==> config.mk <==
export PLATFORM = sky130hd
export DESIGN_NAME = div_iter_axis
export DESIGN_NICKNAME = d
export VERILOG_FILES = /design/src/rtl/div_iter_axis_pkg.sv /design/src/rtl/div_restore_step.sv /design/src/rtl/div_iter_axis.sv
export SDC_FILE = /design/constraint.sdc
export NUM_CORES = 1
export LEC_CHECK = 0
export ABC_AREA = 1
export CORE_MARGIN = 5
export CORE_UTILIZATION = 40
export DETAILED_ROUTE_END_ITERATION = 6
export SETUP_SLACK_MARGIN = 0.15
export SLEW_MARGIN = 20
export SYNTH_ARGS = -nofsm -noshare
export SYNTH_HDL_FRONTEND = slang
export SYNTH_SLANG_ARGS = --single-unit
==> constraint.sdc <==
create_clock -name clk -period 1.9 [get_ports clk]
set_input_delay 0.285 -clock clk [delete_from_list [all_inputs] [get_ports clk]]
set_output_delay 0.285 -clock clk [all_outputs]
set_load 0.1 [all_outputs]
==> src/rtl/div_iter_axis_pkg.sv <==
// div_iter_axis_pkg: shared FSM encoding and latency constant for the iterative divider.
package div_iter_axis_pkg;
  typedef enum logic [1:0] {
    DIV_ST_IDLE = 2'd0,
    DIV_ST_CALC = 2'd1,
    DIV_ST_FIX  = 2'd2,
    DIV_ST_DONE = 2'd3
  } div_st_e;
  // Must equal WIDTH+1 so the issuing unit's cycle counter lines up with the result.
  localparam int DIV_CYCLES = 33;
endpackage

==> src/rtl/div_restore_step.sv <==
// div_restore_step: one radix-2 restoring division step (shift in next dividend bit, trial subtract).
module div_restore_step #(
  parameter int WIDTH = 32
) (
  input  logic [WIDTH-1:0] rem,
  input  logic             q_msb,
  input  logic [WIDTH-1:0] divisor,
  output logic [WIDTH-1:0] rem_next,
  output logic             q_bit
);
  logic [WIDTH:0] sh;
  // One extra bit keeps the shifted remainder exact for divisors above 2^(WIDTH-1).
  assign sh       = {rem, q_msb};
  assign q_bit    = sh >= {1'b0, divisor};
  assign rem_next = q_bit ? WIDTH'(sh - {1'b0, divisor}) : sh[WIDTH-1:0];
endmodule

==> src/rtl/div_iter_axis.sv <==
// div_iter_axis: AXI-Stream radix-2 restoring divider, fixed WIDTH+1 cycle latency, signed or unsigned.
module div_iter_axis
  import div_iter_axis_pkg::*;
#(
  parameter int WIDTH  = 32,
  parameter bit SIGNED = 1
) (
  input  logic               clk,
  input  logic               rst_n,
  input  logic [WIDTH-1:0]   s_axis_divisor_tdata,
  input  logic               s_axis_divisor_tvalid,
  output logic               s_axis_divisor_tready,
  input  logic [WIDTH-1:0]   s_axis_dividend_tdata,
  input  logic               s_axis_dividend_tvalid,
  output logic               s_axis_dividend_tready,
  output logic [2*WIDTH-1:0] m_axis_dout_tdata,
  output logic               m_axis_dout_tvalid,
  input  logic               m_axis_dout_tready
);
  localparam int CW = $clog2(WIDTH);
  div_st_e state, state_nxt;
  logic [CW-1:0] cnt;
  logic [WIDTH-1:0] rem, q, dvs, raw, rem_step, a_mag, b_mag, q_fix, r_fix;
  logic sa, sb, dz, sa_in, sb_in, q_bit, take, idle;
  assign idle  = state == DIV_ST_IDLE;
  assign take  = idle & s_axis_divisor_tvalid & s_axis_dividend_tvalid;
  assign s_axis_divisor_tready  = rst_n & idle & s_axis_dividend_tvalid;
  assign s_axis_dividend_tready = rst_n & idle & s_axis_divisor_tvalid;
  assign m_axis_dout_tvalid     = state == DIV_ST_DONE;
  assign sa_in = SIGNED & s_axis_dividend_tdata[WIDTH-1];
  assign sb_in = SIGNED & s_axis_divisor_tdata[WIDTH-1];
  assign a_mag = sa_in ? -s_axis_dividend_tdata : s_axis_dividend_tdata;
  assign b_mag = sb_in ? -s_axis_divisor_tdata : s_axis_divisor_tdata;
  // MIN_INT / -1 needs no special case: the magnitude quotient 2^(WIDTH-1) reads back as MIN_INT.
  assign q_fix = dz ? {WIDTH{1'b1}} : (sa ^ sb) ? -q : q;
  assign r_fix = dz ? raw : sa ? -rem : rem;
  div_restore_step #(.WIDTH(WIDTH)) u_step (
    .rem     (rem),
    .q_msb   (q[WIDTH-1]),
    .divisor (dvs),
    .rem_next(rem_step),
    .q_bit   (q_bit)
  );
  always_comb begin
    state_nxt = state;
    case (state)
      DIV_ST_IDLE: state_nxt = take ? DIV_ST_CALC : DIV_ST_IDLE;
      DIV_ST_CALC: state_nxt = (cnt == CW'(WIDTH-1)) ? DIV_ST_FIX : DIV_ST_CALC;
      DIV_ST_FIX:  state_nxt = DIV_ST_DONE;
      DIV_ST_DONE: state_nxt = m_axis_dout_tready ? DIV_ST_IDLE : DIV_ST_DONE;
      default:     state_nxt = DIV_ST_IDLE;
    endcase
  end
  always_ff @(posedge clk or negedge rst_n) begin
    if (!rst_n) begin
      state             <= DIV_ST_IDLE;
      cnt               <= '0;
      rem               <= '0;
      q                 <= '0;
      dvs               <= '0;
      raw               <= '0;
      sa                <= 1'b0;
      sb                <= 1'b0;
      dz                <= 1'b0;
      m_axis_dout_tdata <= '0;
    end else begin
      state <= state_nxt;
      if (take) begin
        q   <= a_mag;
        dvs <= b_mag;
        raw <= s_axis_dividend_tdata;
        sa  <= sa_in;
        sb  <= sb_in;
        dz  <= s_axis_divisor_tdata == '0;
        rem <= '0;
        cnt <= '0;
      end else if (state == DIV_ST_CALC) begin
        rem <= rem_step;
        q   <= {q[WIDTH-2:0], q_bit};
        cnt <= cnt + 1'b1;
      end else if (state == DIV_ST_FIX) begin
        m_axis_dout_tdata <= {q_fix, r_fix};
      end
    end
  end
endmodule

==> impl_metrics.json <==
{
  "status": "finished, violations left",
  "violated_checks": "setup timing",
  "worstSetupStartpointType": "flop",
  "hold_ws_ps": 280,
  "cpLargestDelayFamily": "simple AND/OR/NAND/NOR gates",
  "postSynthNetCount": 2384,
  "cp_num_buf_inv": 1,
  "place_worst_setup_slack_ps": -588,
  "globalplace.congestion": 0.977,
  "grt-ovfl-total": 0,
  "max_freq_mhz": 460,
  "post-dp-hpwl_um": 46400,
  "synth_top_cell_area_share_pct": 34.3,
  "synth_enable_flop_cells": 0,
  "routedWlPerCell_um": 19.4,
  "worst_ep_required_time_ps": 2340,
  "number_of_global_route_vias_before_repair": 16795,
  "placementRows": 70,
  "worst_case_headroom_to_the_max_slew_limit_pct": 59.9,
  "cts.root.buffer_cell": "clkbuf_16",
  "io_pins": 136,
  "ys_types": 51,
  "chipWidth_um": 202,
  "yosys-top-cells-area": "dfrtp_1, nand2_1, inv_1",
  "grt_antenna_before_repair": 0,
  "final_layout_size_suffix_gt1_share_pct": 39.2,
  "final_antenna_net_count": 0,
  "grt_start_max_net_pins": 103,
  "tritoncts": "yes",
  "nature_of_the_critical_path_endpoint": "flop",
  "core_region_area_um2": 36400,
  "max_cap_viol_count": 0,
  "classification_of_the_worst_setup_path": "flop to flop",
  "first_pass_iters": 5,
  "hold_violations": 0,
  "layout_setup_ws_ps": -273,
  "worst_skew_pair.late_latency_ps": 560,
  "grt_first_pass_wirelength_um": 94600,
  "critical_path.cell_chain": "ha_4 > nand2_1 > nor2_2 > nand2_2 > nor2_4 > nand2_1 > nand3_4 > nor2_8 > nand2_8 > buf_12 > nand3_2 > nand2_1 > nand2_1",
  "finalWorstPathRequiredPeriod_ps": 2170,
  "worst_path_most_repeated_cell": "nand2_1",
  "critical_path_arrival_ps": 2620,
  "syn_to_final_growth_pct": 65.5,
  "postSynthAreaPerCell_um2": 6.45,
  "commonest_cells_after_routing_fill_and_taps_aside": "nand2_1, buf_4, inv_1",
  "initialDrtViolationCount": 1430,
  "setup_tns_final_ps": -8470,
  "clock-sinks": 201,
  "final_cell_area_um2": 24300,
  "ys.warnings.count": 0,
  "drt-total-wl_um": 65000,
  "dominantRegCellSynth": "dfrtp_1",
  "cts_max_path_buffers": 3,
  "initial_core_util_pct": 40.3,
  "number_of_levels_in_the_clock_h_tree": 1,
  "synth_seq_area_share_pct": 34.3,
  "cp_slowest_cell": "dfrtp_2",
  "cts_made_buffers": 26,
  "cell_area_synth_um2": 14700,
  "post_drt_via_cell_ratio": 5.27,
  "postSynthCellCount": 2276,
  "die_area_um2": 40600,
  "async_flop_share_pct": 100,
  "maxSlewViolCount": 0,
  "finalNetCount": 2965,
  "synth_seq_cells": 201,
  "rsz0062_at_grt": "yes",
  "drt_drc_violations_left": 0,
  "post-route-period-util_pct": 114,
  "placed_standard_cell_area_um2": 19700,
  "final-setup-viol-count": 52,
  "worst_setup_hold_path_clk_slew_ps": 60,
  "path_max_fanout": 7,
  "layout_commonest_cell": "nand2_1",
  "timing.critical_path.slowest_cell_delay_ps": 460,
  "yosysTopAreaCell": "dfrtp_1",
  "clock-skew-final_ps": 20.9,
  "via_count": 17619,
  "n_antenna_cell": 0,
  "place.port_buffers": 135,
  "min_path_type": "input port to flop",
  "tightest_slew_ps": 602,
  "globalRouteTotalUtil_pct": 29.1,
  "die_h_um": 202
}
## kinds of logic (layout without fill, tap and decap cells)
group / Yosys count / count (layout) / share of synthesized area, %
fa+ha+maj: 39 / 39 / 3.38
xor+xnor: 45 / 45 / 2.69
flops: 201 / 201 / 34.3
compound gates: 321 / 321 / 12.2
simple gates: 1262 / 1262 / 36.6
buf+inv: 408 / 1006 / 10.9
## cells in the mapped netlist (5+ instances only)
cell type / count
inv_2: 9
ha_1: 38
o31ai_1: 5
nor4_1: 5
o221ai_1: 6
nand3b_1: 10
xnor2_1: 19
inv_1: 325
nand2_1: 713
o211ai_1: 12
nand2_2: 13
nand3_2: 9
nor2_2: 12
o22ai_1: 17
a21oi_1: 82
nor3_1: 33
dfrtp_1: 201
clkbuf_1: 32
buf_1: 6
buf_2: 29
nand4_1: 28
xor2_1: 26
or2_2: 8
o21ai_1: 5
nand3_1: 192
o21ai_0: 157
nor2_1: 228
a31oi_1: 11
o21bai_1: 9
## sequential cells by signal (all words and copies together), names as in the netlist
register	flops
q	32
state	2
rem	32
m_axis_dout_tdata	64
dvs	32
sb	1
dz	1
cnt	5
raw	32
## metal layers
layer,vias to the layer above,track usage (%),wire length (um)
li1,8450,-,-
met1,8405,42.3,29200
met2,650,46.0,29500
met3,114,3.92,4280
met4,0,7.18,1980
met5,-,0,0
## per-stage QoR
stage                     cells  util, %
final                      3342     66.7
after global routing       3342     66.7
after CTS                  3273     60.5
after detailed placement   3187     54.2
after global placement     3187     54.2
after floorplan            2276        -
## timing repair
action | 4_1_cts | 5_1_grt
setup endpoints to repair | 88 | 170
setup buffers | 37 | 52
resized for setup | 331 | 408
cloned | 2 | 17
pin swaps | 111 | 179
hold endpoints to repair | 45 | 0
hold buffers | 2 | 0
## final timing paths
kind	from	endpoint	slack (ps)	depth (start not counted)
worst max-delay path	rem[16]	rem[28]	-270	13
worst min register to register	m_axis_dout_tdata[17]	m_axis_dout_tdata[17]	470	2
worst min-delay path	s_axis_divisor_tdata[4]	dvs[4]	280	4
max in group asynchronous	rst_n	rem[6]	590	4
worst max register to register	rem[16]	rem[28]	-270	13
min in group asynchronous	rst_n	rem[3]	570	3
## worst reg2reg max path, cell delays in order (launching register included)
cell     delay [ps]
dfrtp_2         460
ha_4            330
nand2_1          90
nor2_2          150
nand2_2         100
nor2_4          150
nand2_1         110
nand3_4         110
nor2_8           60
nand2_8         140
buf_12          160
nand3_2          90
nand2_1          80
nand2_1          50
## layout make-up
type / count / area, um2
inverters: 336 / 1330
clock buffers: 34 / 721
well taps: 468 / 586
flip-flops and latches: 201 / 5060
clock inverters: 11 / 128
fillers: 3167 / 12100
repair buffers: 625 / 5960
multi-input cells: 1667 / 10500
Power is not shown: default switching activity piles up to over one toggle a cycle in this logic, so the estimate is an artifact.
